**src/rtl/dmem_access_unit.sv**
```systemverilog
// Load/store unit between the MEM stage and a word-wide memory with registered reads.
// Sub-word stores are done as read-modify-write; bad requests are answered with resp_err.
module dmem_access_unit #(
  parameter int unsigned awidth = 16
) (
  input  logic        clk,
  input  logic        rst,
  input  logic        req_valid,
  output logic        req_ready,
  input  logic        req_wen,
  input  logic [2:0]  req_funct3,
  input  logic [31:0] req_addr,
  input  logic [31:0] req_wdata,
  output logic        resp_valid,
  output logic [31:0] resp_rdata,
  output logic        resp_err,
  output logic [31:0] addr_d,
  input  logic [31:0] rdata,
  output logic        wen,
  output logic [31:0] wdata
);

  typedef enum logic [2:0] {IDLE, RD_ISSUE, RD_WAIT, WR, RESP} state_t;

  state_t      state, state_next;
  logic [31:0] addr_q, wdata_q;
  logic [2:0]  funct3_q;
  logic        wen_q;

  logic        accept, req_err, misaligned, bad_funct3, fault;
  logic [7:0]  byte_lane;
  logic [15:0] half_lane;
  logic [31:0] load_value, merged;

  // Shifting by awidth==32 yields zero, which disables the range check.
  always_comb begin
    fault      = |(req_addr >> awidth);
    bad_funct3 = (req_funct3 == 3'b011) || (req_funct3[2:1] == 2'b11) ||
                 (req_wen && req_funct3[2]);
    misaligned = ((req_funct3[1:0] == 2'b01) && req_addr[0]) ||
                 ((req_funct3[1:0] == 2'b10) && (req_addr[1:0] != 2'b00));
    req_err    = fault || bad_funct3 || misaligned;
    accept     = req_valid && (state == IDLE);
  end

  always_comb begin
    byte_lane = 8'h00;
    case (addr_q[1:0])
      2'd0: byte_lane = rdata[7:0];
      2'd1: byte_lane = rdata[15:8];
      2'd2: byte_lane = rdata[23:16];
      2'd3: byte_lane = rdata[31:24];
      default: byte_lane = 8'h00;
    endcase
    half_lane = addr_q[1] ? rdata[31:16] : rdata[15:0];

    load_value = rdata;
    case (funct3_q)
      3'b000:  load_value = {{24{byte_lane[7]}}, byte_lane};
      3'b001:  load_value = {{16{half_lane[15]}}, half_lane};
      3'b100:  load_value = {24'h000000, byte_lane};
      3'b101:  load_value = {16'h0000, half_lane};
      default: load_value = rdata;
    endcase

    merged = rdata;
    if (funct3_q[0]) begin
      merged[{addr_q[1], 4'b0000} +: 16] = wdata_q[15:0];
    end else begin
      merged[{addr_q[1:0], 3'b000} +: 8] = wdata_q[7:0];
    end
  end

  always_comb begin
    state_next = state;
    req_ready  = 1'b0;
    resp_valid = 1'b0;
    case (state)
      IDLE: begin
        req_ready = 1'b1;
        if (req_valid) begin
          if (req_err)                                state_next = RESP;
          else if (req_wen && req_funct3[1:0] == 2'b10) state_next = WR;
          else                                        state_next = RD_ISSUE;
        end
      end
      RD_ISSUE: state_next = RD_WAIT;
      RD_WAIT:  state_next = wen_q ? WR : RESP;
      WR:       state_next = RESP;
      RESP: begin
        resp_valid = 1'b1;
        state_next = IDLE;
      end
      default:  state_next = IDLE;
    endcase
  end

  assign wen    = (state == WR) && !rst;
  assign addr_d = {addr_q[31:2], 2'b00};

  always_ff @(posedge clk) begin
    if (rst) state <= IDLE;
    else     state <= state_next;
  end

  // Response fields are only written on the way into RESP so they hold between responses.
  always_ff @(posedge clk) begin
    if (rst) begin
      addr_q     <= '0;
      funct3_q   <= '0;
      wen_q      <= 1'b0;
      wdata_q    <= '0;
      resp_rdata <= '0;
      resp_err   <= 1'b0;
      wdata      <= '0;
    end else begin
      if (accept) begin
        addr_q   <= req_addr;
        funct3_q <= req_funct3;
        wen_q    <= req_wen;
        wdata_q  <= req_wdata;
        if (req_err) begin
          resp_rdata <= '0;
          resp_err   <= 1'b1;
        end else if (req_wen && req_funct3[1:0] == 2'b10) begin
          wdata <= req_wdata;
        end
      end
      if (state == RD_WAIT) begin
        if (wen_q) begin
          wdata <= merged;
        end else begin
          resp_rdata <= load_value;
          resp_err   <= 1'b0;
        end
      end
      if (state == WR) begin
        resp_rdata <= '0;
        resp_err   <= 1'b0;
      end
    end
  end

endmodule

```
**config.mk**
```make
export PLATFORM = sky130hd
export DESIGN_NAME = dmem_access_unit
export DESIGN_NICKNAME = d
export VERILOG_FILES = /design/src/rtl/dmem_access_unit.sv
export SDC_FILE = /design/constraint.sdc
export NUM_CORES = 1
export LEC_CHECK = 0
export CAP_MARGIN = 10
export CORE_MARGIN = 2
export CORE_UTILIZATION = 30
export CTS_BUF_LIST = sky130_fd_sc_hd__clkbuf_4 sky130_fd_sc_hd__clkbuf_8
export CTS_CLUSTER_DIAMETER = 80
export CTS_CLUSTER_SIZE = 24
export DETAILED_ROUTE_END_ITERATION = 10
export PLACE_DENSITY = 0.67
export SLEW_MARGIN = 20
export SYNTH_ARGS = -nofsm -noshare
export SYNTH_HDL_FRONTEND = slang
export SYNTH_SLANG_ARGS = --single-unit
```
**constraint.sdc**
```tcl
create_clock -name clk -period 4.8 [get_ports clk]
set_input_delay 0.96 -clock clk [delete_from_list [all_inputs] [get_ports clk]]
set_output_delay 0.96 -clock clk [all_outputs]
set_load 0.02 [all_outputs]
```
### After elaboration in Yosys (flattened, before gate mapping)

Cells that the tools add are included.

| storage, ports and cells | value |
|---|---|
| register bits after elaboration | 120 |
| bits of input ports | 103 |
| output and inout bits | 100 |

| operators by class | value |
|---|---|
| add/subtract/negate cells | 2 |
| equality and inequality tests | 15 |
| shift operators | 4 |
| muxes and demuxes | 26 |
| reductions and logical operators | 18 |

Operators with widths:

| operator | number |
|---|---|
| 2-to-1 mux 32 bit | 10 |
| one-hot mux 32 bit (4 select lines) | 1 |
| bitwise mux 32 bit | 2 |
| one-hot mux 8 bit (4 select lines) | 1 |
| variable shift 16 x 7 -> 32 bit, first input constant | 1 |
| variable shift 8 x 7 -> 32 bit, first input constant | 1 |
| indexed part select 16 x 7 -> 32 bit | 1 |
| indexed part select 8 x 7 -> 32 bit | 1 |
| 2-to-1 mux 16 bit | 1 |
| OR reduction 16 bit | 1 |
| negator 5 -> 7 bit | 2 |
| one-hot mux 3 bit (4 select lines) | 1 |
| equality test 3 x 2 -> 1 bit, second input constant | 3 |
| equality test 3 bit, second input constant | 3 |
| 2-to-1 mux 3 bit | 3 |
| equality test 2 bit, second input constant | 4 |
| equality test 3 x 1 -> 1 bit, second input constant | 2 |
| logical AND 1 bit | 6 |
| logical NOT 3 bit | 2 |
| 2-to-1 mux 1 bit | 6 |
| logical OR 1 bit | 5 |
| equality test 2 x 1 -> 1 bit, second input constant | 2 |
| logical NOT 2 bit | 1 |
| 2-to-1 mux 2 bit | 1 |
| other kinds (4) | 4 |

### Longest topological paths before layout

Gate-level depths: netlist (run 1).

| depth | value |
|---|---|
| word-level depth | 9 |
| gate-level depth with buffers | 12 |
| depth with buffers taken out | 7 |

### Worst setup path after synthesis (run 1)

Ideal clock, no wire load.

| timing | value |
|---|---|
| path kind | input -> output |
| start point | input port rst |
| end point | output port wen |
| arrival | 1.637 ns |
| slack | 2.203 ns |
| cell stages on the path | 3 |
| buffers on the path | 2 |
| cells stage by stage | clkbuf_1 clkbuf_1 nor2_1 |

| between the ends | value |
|---|---|
| longest elaborated chain between the ends | 2 |

Ends and longest elaborated chain:

| what | line | RTL |
|---|---|---|
| start: declaration | 7 | `input logic rst,` |
| logical NOT 1 bit | 98 | `assign wen = (state == WR) && !rst;` |
| logical AND 1 bit | 98 |  |
| end: declaration | 19 | `output logic wen,` |

No other way between the ends.

### Worst setup path in the final report (run 1)

| timing | value |
|---|---|
| start point | register state[1] |
| end point | output port wen |

| between the ends | value |
|---|---|
| longest elaborated chain between the ends | 2 |

Ends and longest elaborated chain:

| what | line | RTL |
|---|---|---|
| start: declaration | 25 | `state_t state, state_next;` |
| start signal: assignment | 103 | `else state <= state_next;` |
| equality test 3 x 2 -> 1 bit | 98 |  |
| logical AND 1 bit | 98 |  |

No other way between the ends.

==> flow_summary.toml, run 1 <==
[run_status]
status = "finished clean"

[grt]
grt_max_degree = 88
antenna_found_initial = 1
grt_overflow = 0
track_usage_pct = 18.8
grt_pass1_wl_mm = 32.5
grt_pass1_vias = 5684

[route]
routed_via_density = 5.21
drtIter0Drc = 441
wirelength_mm = 21.3
avgRoutedWirePerCell_um = 18.0
ant_nets = 0
drtPass1Iterations = 5
via_count = 6187
drc = 0

[clocking]
tritoncts = "done"
clockBufferDepth = 2
path_clk_slew_ps = 80
ctsResizeCount = 0
post_cts_buffers = 0
cts-root-buf = "clkbuf_8"
cts_buffers = 17
cts_max_level = 4
clk_latency_ps = 440
holdBufCountCts = 0
clock_sink_count = 120

[pwr]
p_leak_nw = 2.88
vdd_drop_max_mv = 0.255
power_density_nw_per_um2 = 284
p_total_mw = 2.45

[sta]
final_max_slew_viol_count = 0
grt_setup_unrepaired = "no"
worstMarginPinSlew_ps = 1050
setup_viol = 0
fmax_mhz = 327
fin_hold_ws_ps = 454
period_share_pct = 63.7
skew_ps = 11.5
setup_tns_ps = 0
timing_hold_violations_final = 0
fin_ws_ps = 1740
period_needed_ps = 3060
slew_headroom_pct = 30.0

[yosys]
muxShareOfSynthArea_pct = 10.3
async_flop_share_pct = 0
yosysWarningCount = 0
synthXorXnorAreaFrac_pct = 0
synth_seq_cells = 120
syn_area_sq_um = 6330
synth_flop_cell = "dfxtp_1"
synth_cell_types = 44
synth_edf_count = 0
avgSynthCellArea_sq_um = 8.23
synth_compound_area_share_pct = 26.3
synthAdderAreaFrac_pct = 0.988
synthSimpleGateAreaFrac_pct = 15.4
synth_sequential_area_ratio_pct = 38.0
syn_inst = 769
synth_top_family_by_area = "compound AO/OA/AOI/OAI gates"

[placement]
gp_congestion = 0.866
dp_hpwl_mm = 15.1
preCtsSetupSlack_ps = 1560
port_buffers = 200

[floorplan]
dieHeight_um = 149
core_sq_um = 20900
rows = 53
ios = 203
start_util_pct = 30.3
die_w_um = 149
floorplan.die_area_sq_um = 22300

[critical_path]
cp-start-kind = "flop"
arrival_ps = 2100
r2r_slack_ps = 2140
path_max_fanout = 6
crit_type = "reg -> out"
rr_startpoint = "addr_q[0]"
ff2ff_path_depth = 7
cp.required_ps = 3840
r2r-end = "wdata[27]"
cp-end-kind = "primary output"

[final_layout]
layout-area-overhead-vs-synth_pct = 36.5
final_util_pct = 41.4
nNetsFinal = 1008
drive_gt1_share_pct = 5.91
num_antenna_cells = 0

[worst_hold_path]
min_path_cells = 2
hold_class = "reg -> reg"
hold_start = "addr_q[13]"
min_to = "addr_q[13]"

[job]
drv_cap = 0
==> sequential cells by signal, indices dropped and copies added, names as in the netlist <==
name        cells
wen_q           1
wdata_q        16
resp_err        1
addr_q         32
wdata          32
state           3
resp_rdata     32
funct3_q        3
==> worst max path at each step <==
stage,startpoint,endpoint,slack (ps)
detailed placement,req_funct3[2],wdata[29],1560
floorplan,rst,wen,2200
finish,state[1],wen,1740
global route,state[1],wen,1560
CTS,state[1],wen,1740
global placement,req_funct3[2],wdata[23],1620
==> cell families after synthesis <==
logic type	after synthesis
flops	120
other cells	1
compound gates	252
fa+ha+maj	5
buf+inv	107
mux	65
simple gates	219
==> where the power goes <==
group	switching [mW]	internal, mW
Clock	0.434	0.531
Combinational	0.238	0.197
Sequential	0.0311	1.02
Total	0.703	1.75
==> layer usage <==
| metal | up-vias | wire length (um) | global-route usage (%) |
|---|---|---|---|
| met5 | - | 17 | 0 |
| li1 | 3010 | - | - |
| met1 | 2883 | 9960 | 26.1 |
| met3 | 22 | 1800 | 5.60 |
| met2 | 270 | 9270 | 28.7 |
| met4 | 2 | 299 | 4.29 |
==> Yosys cell counts (5+ instances only) <==
master / number / area (sq um)
buf_4: 32 / 240
nand2_1: 119 / 447
a31oi_1: 8 / 50.1
o21ai_0: 15 / 75.1
a22oi_1: 10 / 75.1
o2bb2ai_1: 23 / 201
ha_1: 5 / 62.6
buf_2: 10 / 50.1
clkbuf_1: 49 / 184
a21oi_1: 113 / 566
nor2_1: 62 / 233
mux2i_1: 65 / 651
dfxtp_1: 120 / 2400
a221oi_1: 34 / 298
nand2b_1: 16 / 100
inv_1: 9 / 33.8
a211oi_1: 32 / 240
a32o_1: 7 / 70.1
==> cell type report <==
type | instances | area (sq um)
Fill cell | 2130 | 12300
Tap cell | 275 | 344
Clock buffer | 22 | 303
Inverter | 9 | 33.8
Clock inverter | 10 | 116
Sequential cell | 120 | 2400
Multi-Input combinational cell | 543 | 3370
Timing Repair Buffer | 209 | 2060
==> critical path, cell delays in order, from the launching register on <==
cell and delay [ps]:
dfxtp_1 450, nor2b_1 340, nand2_1 90, nor2_1 130, clkdlybuf4s50_1 640
==> per-stage QoR <==
| stage | std cells | cell area [sq um] |
|---|---|---|
| after detailed placement | 1156 | 8210 |
| after CTS | 1188 | 8630 |
| after global placement | 1156 | 8210 |
| final | 1188 | 8640 |
| after floorplan | 770 | 6330 |
| after global routing | 1188 | 8640 |
==> cell usage in the layout (no fill, tap or decap), types with 2 or more instances in the layout <==
cell type | synthesis | layout
inv_1 | 9 | 9
a221oi_1 | 34 | 34
a21oi_1 | 113 | 113
dfxtp_2 | 0 | 2
nor4bb_2 | 0 | 2
nand3_1 | 3 | 3
nor4_1 | 3 | 3
nor2b_1 | 2 | 2
clkinv_2 | 0 | 3
nor3_4 | 2 | 2
nand2_1 | 119 | 118
buf_4 | 32 | 9
clkinvlp_4 | 0 | 2
bufinv_16 | 0 | 2
clkbuf_8 | 0 | 22
clkdlybuf4s50_1 | 0 | 199
o21ai_0 | 15 | 15
o2bb2ai_1 | 23 | 23
nand2b_1 | 16 | 16
o21a_1 | 3 | 3
dfxtp_1 | 120 | 118
nor2_1 | 62 | 62
ha_1 | 5 | 5
a31oi_1 | 8 | 8
mux2i_1 | 65 | 65
clkinv_4 | 0 | 2
a22oi_1 | 10 | 10
a32o_1 | 7 | 7
a211oi_1 | 32 | 32
conb_1 | 1 | 2
Note: power is estimated with default switching activity, not from simulation.
==> run 2, diff against run 1 <==
==> constraint.sdc (replaced) <==
create_clock -name clk -period 3.2 [get_ports clk]
set_input_delay 0.64 -clock clk [delete_from_list [all_inputs] [get_ports clk]]
set_output_delay 0.64 -clock clk [all_outputs]
set_load 0.02 [all_outputs]
==> run 2 against run 1 <==
Clock-buffer cell count is 1 higher. Critical path type unchanged. Wire length is 0.69% lower. Non-clock buffer count is 6 higher. Sequential share of layout area is 0.13 points lower. Critical endpoint unchanged. Register-to-register slack worse by 1300 ps. Sequential power is 51% higher. Worst setup slack worse by 1200 ps. Clock power is 42% higher. Cell count is 0.42% higher. Core utilization is 0.19 points higher.
==> flow_summary.toml, run 2 (synthesis gave the netlist of run 1 again) <==
[route]
wirelength_mm = 21.2
drtIter0Drc = 413
via_count = 6155
drtPass1Iterations = 5
drc = 0
avgRoutedWirePerCell_um = 17.8
routed_via_density = 5.16
ant_nets = 0

[sta]
slew_headroom_pct = 39.1
grt_setup_unrepaired = "no"
period_needed_ps = 2680
timing_hold_violations_final = 0
final_max_slew_viol_count = 0
setup_tns_ps = 0
setup_viol = 0
fmax_mhz = 373
fin_hold_ws_ps = 454
skew_ps = 11.6
worstMarginPinSlew_ps = 913
period_share_pct = 83.8
fin_ws_ps = 519

[grt]
track_usage_pct = 18.8
grt_pass1_vias = 5746
grt_pass1_wl_mm = 32.3
grt_overflow = 0
grt_max_degree = 67
antenna_found_initial = 1

[critical_path]
crit_slowest_cell = "clkdlybuf4s50_1"
cp.required_ps = 2560
critPathLaunch = "state[1]"
path_max_fanout = 6
cp-end-kind = "primary output"
crit_type = "reg -> out"
ff2ff_path_depth = 8
crit_chain = "nor2b_1 > nand2_1 > nor2_1 > clkdlybuf4s50_1"
crit_end = "wen"
max_stage_delay_ps = 620
r2r_slack_ps = 880
rr_startpoint = "addr_q[0]"
r2r-end = "wdata[27]"
arrival_ps = 2040
cp-start-kind = "flop"

[worst_hold_path]
min_path_cells = 2
hold_class = "reg -> reg"

[floorplan]
rows = 53
die_w_um = 149
ios = 203
floorplan.die_area_sq_um = 22300
dieHeight_um = 149
start_util_pct = 30.3
core_sq_um = 20900

[clocking]
clockBufferDepth = 2
clock_sink_count = 120
tritoncts = "done"
path_clk_slew_ps = 70
holdBufCountCts = 0
cts_max_level = 4
ctsResizeCount = 0
clk_latency_ps = 440
cts_buffers = 17
cts-root-buf = "clkbuf_8"
post_cts_buffers = 0

[job]
drv_cap = 0

[placement]
preCtsSetupSlack_ps = 494
dp_hpwl_mm = 15.4
port_buffers = 200
place_inst = 1162
gp_congestion = 0.865
placed_cell_area_sq_um = 8290

[pwr]
vdd_drop_max_mv = 0.228
p_total_mw = 3.61
power_density_nw_per_um2 = 416
p_leak_nw = 2.90

[final_layout]
nNetsFinal = 1014
final_area_sq_um = 8680
layout_common_cells = "clkdlybuf4s50_1, nand2_1, dfxtp_1"
final_util_pct = 41.5
reg_top3 = "addr_q x32, resp_rdata x32, wdata x32"
mostFrequentLayoutCell = "clkdlybuf4s50_1"
num_antenna_cells = 0
drive_gt1_share_pct = 6.21
fin_cells = 1193
layout-area-overhead-vs-synth_pct = 37.1
fillers = 2106

[run_status]
status = "finished clean"
run 2: changes by cell type in the layout (fill, tap and decap cells not counted):
cell        delta
clkbuf_8       -3
buf_12         +3
buf_4          +3
nor4bb_1       +2
clkinvlp_4     +1
inv_6          -1
nor4bb_2       -2
clkinv_4       -2
clkbuf_4       +4
run 2: worst min path at each step:
stage	startpoint	to	slack, ps
after floorplan	addr_q[10]	addr_q[10]	440
after global placement	addr_q[5]	addr_q[5]	440
after detailed placement	resp_rdata[23]	resp_rdata[23]	450
after CTS	addr_q[11]	addr_q[11]	460
after global routing	addr_q[11]	addr_q[11]	470
final	addr_q[11]	addr_q[11]	450
run 2: worst max-delay path: cells and delay by family (launching register included):
| family | cells | cell delay [ps] |
|---|---|---|
| flops | 1 | 450 |
| simple gates | 3 | 530 |
| buf+inv | 1 | 620 |
run 2: report_power, final:
group	switching [mW]	internal [mW]	total, mW
Combinational	0.352	0.302	0.654
Clock	0.609	0.759	1.37
Sequential	0.0504	1.54	1.59
Total	1.01	2.60	3.61
run 2: routing by layer:
layer / GRT usage [%] / part of all wire [%] / wire (um)
met5: 0 / 0.061 / 13
met4: 5.67 / 2.1 / 442
met3: 6.45 / 8.8 / 1860
met2: 28.3 / 43 / 9210
met1: 25.3 / 46 / 9660
run 2: area by class of cell:
type | count | area (sq um) | area share, %
multi-input combinational | 543 | 3360 | 38.7
sequential | 120 | 2400 | 27.7
timing repair buffer | 215 | 2150 | 24.7
clock buffer | 23 | 292 | 3.36
tap | 275 | 344 | 3.96
clock inverter | 8 | 97.6 | 1.12
inverter | 9 | 33.8 | 0.389
==> run 3, diff against run 2 <==
==> constraint.sdc (replaced) <==
create_clock -name clk -period 2.5 [get_ports clk]
set_input_delay 0.5 -clock clk [delete_from_list [all_inputs] [get_ports clk]]
set_output_delay 0.5 -clock clk [all_outputs]
set_load 0.02 [all_outputs]
==> run 3 against run 2 <==
Wire length grew 1.7%. Core utilization grew 0.74 points. Global-route usage grew 0.54 points. Via count grew 2.3%. Critical path depth shrank 2. Non-clock buffer count grew 15. Highest routed layer unchanged. Cell count grew 1.3%. Die area is the same. Sequential share of layout area shrank 0.48 points. Worst setup slack lost 390 ps. Combinational power grew 32%. Sequential power grew 27%.
==> flow_summary.toml, run 3 (synthesis gave the netlist of run 1 again) <==
[grt]
grt_max_degree = 67
grt_overflow = 0
grt_pass1_vias = 5862
track_usage_pct = 19.3
grt_pass1_wl_mm = 33.1
antenna_found_initial = 1

[sta]
slew_headroom_pct = 56.3
fmax_mhz = 423
grt_setup_unrepaired = "no"
fin_hold_ws_ps = 453
period_share_pct = 94.7
final_max_slew_viol_count = 0
period_needed_ps = 2370
skew_ps = 15.5
setup_viol = 0
fin_ws_ps = 133
setup_tns_ps = 0
worstMarginPinSlew_ps = 655
timing_hold_violations_final = 0

[final_layout]
mostFrequentLayoutCell = "clkdlybuf4s50_1"
drive_gt1_share_pct = 7.92
nNetsFinal = 1029
num_antenna_cells = 0
reg_top3 = "addr_q x32, resp_rdata x32, wdata x32"
layout-area-overhead-vs-synth_pct = 39.5
fillers = 2127
fin_cells = 1209
layout_common_cells = "clkdlybuf4s50_1, nand2_1, dfxtp_1"
final_area_sq_um = 8830

[critical_path]
crit_chain = "nor3_4 > clkdlybuf4s50_1"
crit_slowest_cell = "clkdlybuf4s50_1"
max_stage_delay_ps = 690
crit_type = "reg -> out"
rr_startpoint = "addr_q[1]"
r2r_slack_ps = 240
path_max_fanout = 9
ff2ff_path_depth = 8
cp-end-kind = "primary output"
r2r-end = "wdata[28]"
cp.required_ps = 2000
cp-start-kind = "flop"
arrival_ps = 1870

[pwr]
p_int_mw = 3.41
power_frac_clock_pct = 39.7
vdd_drop_max_mv = 0.432
p_leak_nw = 3.00
switching_power_mw = 1.37
p_comb_share_pct = 18.0
seqPwrFrac_pct = 42.3
switching_share_pct = 28.7
power_density_nw_per_um2 = 542

[clocking]
path_clk_slew_ps = 70
clock_sink_count = 120
cts-root-buf = "clkbuf_8"
cts_max_level = 4
cts_buffers = 17
clk_latency_ps = 450
holdBufCountCts = 0
clockBufferDepth = 2
tritoncts = "done"

[floorplan]
dieHeight_um = 149
floorplan.die_area_sq_um = 22300
core_sq_um = 20900
rows = 53
ios = 203
start_util_pct = 30.3
die_w_um = 149

[worst_hold_path]
hold_class = "reg -> reg"
min_to = "addr_q[20]"
min_path_cells = 2
hold_start = "addr_q[20]"

[route]
drc = 0
top_layer = "met5"
drtPass1Iterations = 5
avgRoutedWirePerCell_um = 17.8
met2_wirelength_mm = 9.49
wirelength_mm = 21.6
drtIter0Drc = 434
via_count = 6296
ant_nets = 0
met1_length_mm = 9.63
routed_via_density = 5.21
wl_met3_mm = 1.97

[placement]
preCtsSetupSlack_ps = -87.7
gp_congestion = 0.887
placed_cell_area_sq_um = 8400
place_inst = 1177
dp_hpwl_mm = 15.7
port_buffers = 200

[job]
drv_cap = 0

[run_status]
status = "finished clean"
==> run 3: changes by cell type in the layout (fill, tap and decap cells not counted), moves of 3 or more <==
cell,previous run,this run
buf_4,12,27
clkbuf_4,4,0
clkinv_4,0,3
inv_6,0,3
==> run 3: power groups by stage <==
stage                     clock [mW]  combinational [mW]  sequential [mW]
after floorplan                    0               0.499             2.04
after global placement             0               0.856             2.07
after detailed placement           0               0.860             2.07
after CTS                       1.96               0.863             2.02
after global routing            2.06               0.940             2.03
final                           1.90               0.863             2.02
==> run 3: cell type report <==
| type | count | area [sq um] | area share (%) |
|---|---|---|---|
| Inverter | 9 | 33.8 | 0.382 |
| Timing Repair Buffer | 230 | 2260 | 25.6 |
| Tap cell | 275 | 344 | 3.90 |
| Sequential cell | 120 | 2400 | 27.2 |
| Clock buffer | 19 | 262 | 2.96 |
| Clock inverter | 13 | 168 | 1.90 |
| Multi-Input combinational cell | 543 | 3360 | 38.1 |
==> run 3: layer usage <==
metal	up-vias	GRT usage, %
met5	-	0
met4	2	6.19
met3	30	6.36
met2	252	29.1
met1	2968	26.1
li1	3044	-
==> run 3: critical path, delay by kind of cell, from the launching register on <==
kind	cells	cell delay, ps
flops	1	410
simple gates	1	320
buf+inv	1	690
==> run 3: repair_timing <==
| item | in CTS | in global routing |
|---|---|---|
| setup endpoints to repair | 1 | 1 |
| buffers inserted | 0 | 0 |
| pin swaps | 0 | 1 |
| resized for setup | 2 | 0 |
==> run 3: stage by stage <==
step | power (mW) | util (%)
floorplan | 2.54 | -
global placement | 2.92 | 40.2
detailed placement | 2.93 | 40.2
CTS | 4.85 | 42.3
global route | 5.03 | 42.3
finish | 4.79 | 42.3
==> run 3: how the worst max path moves through the flow <==
stage	slack, ps	from	to
floorplan	140	addr_q[1]	resp_rdata[21]
global placement	-30	req_addr[25]	wdata[13]
detailed placement	-90	req_addr[25]	wdata[10]
CTS	70	state[0]	req_ready
global route	20	state[0]	req_ready
finish	130	state[0]	req_ready
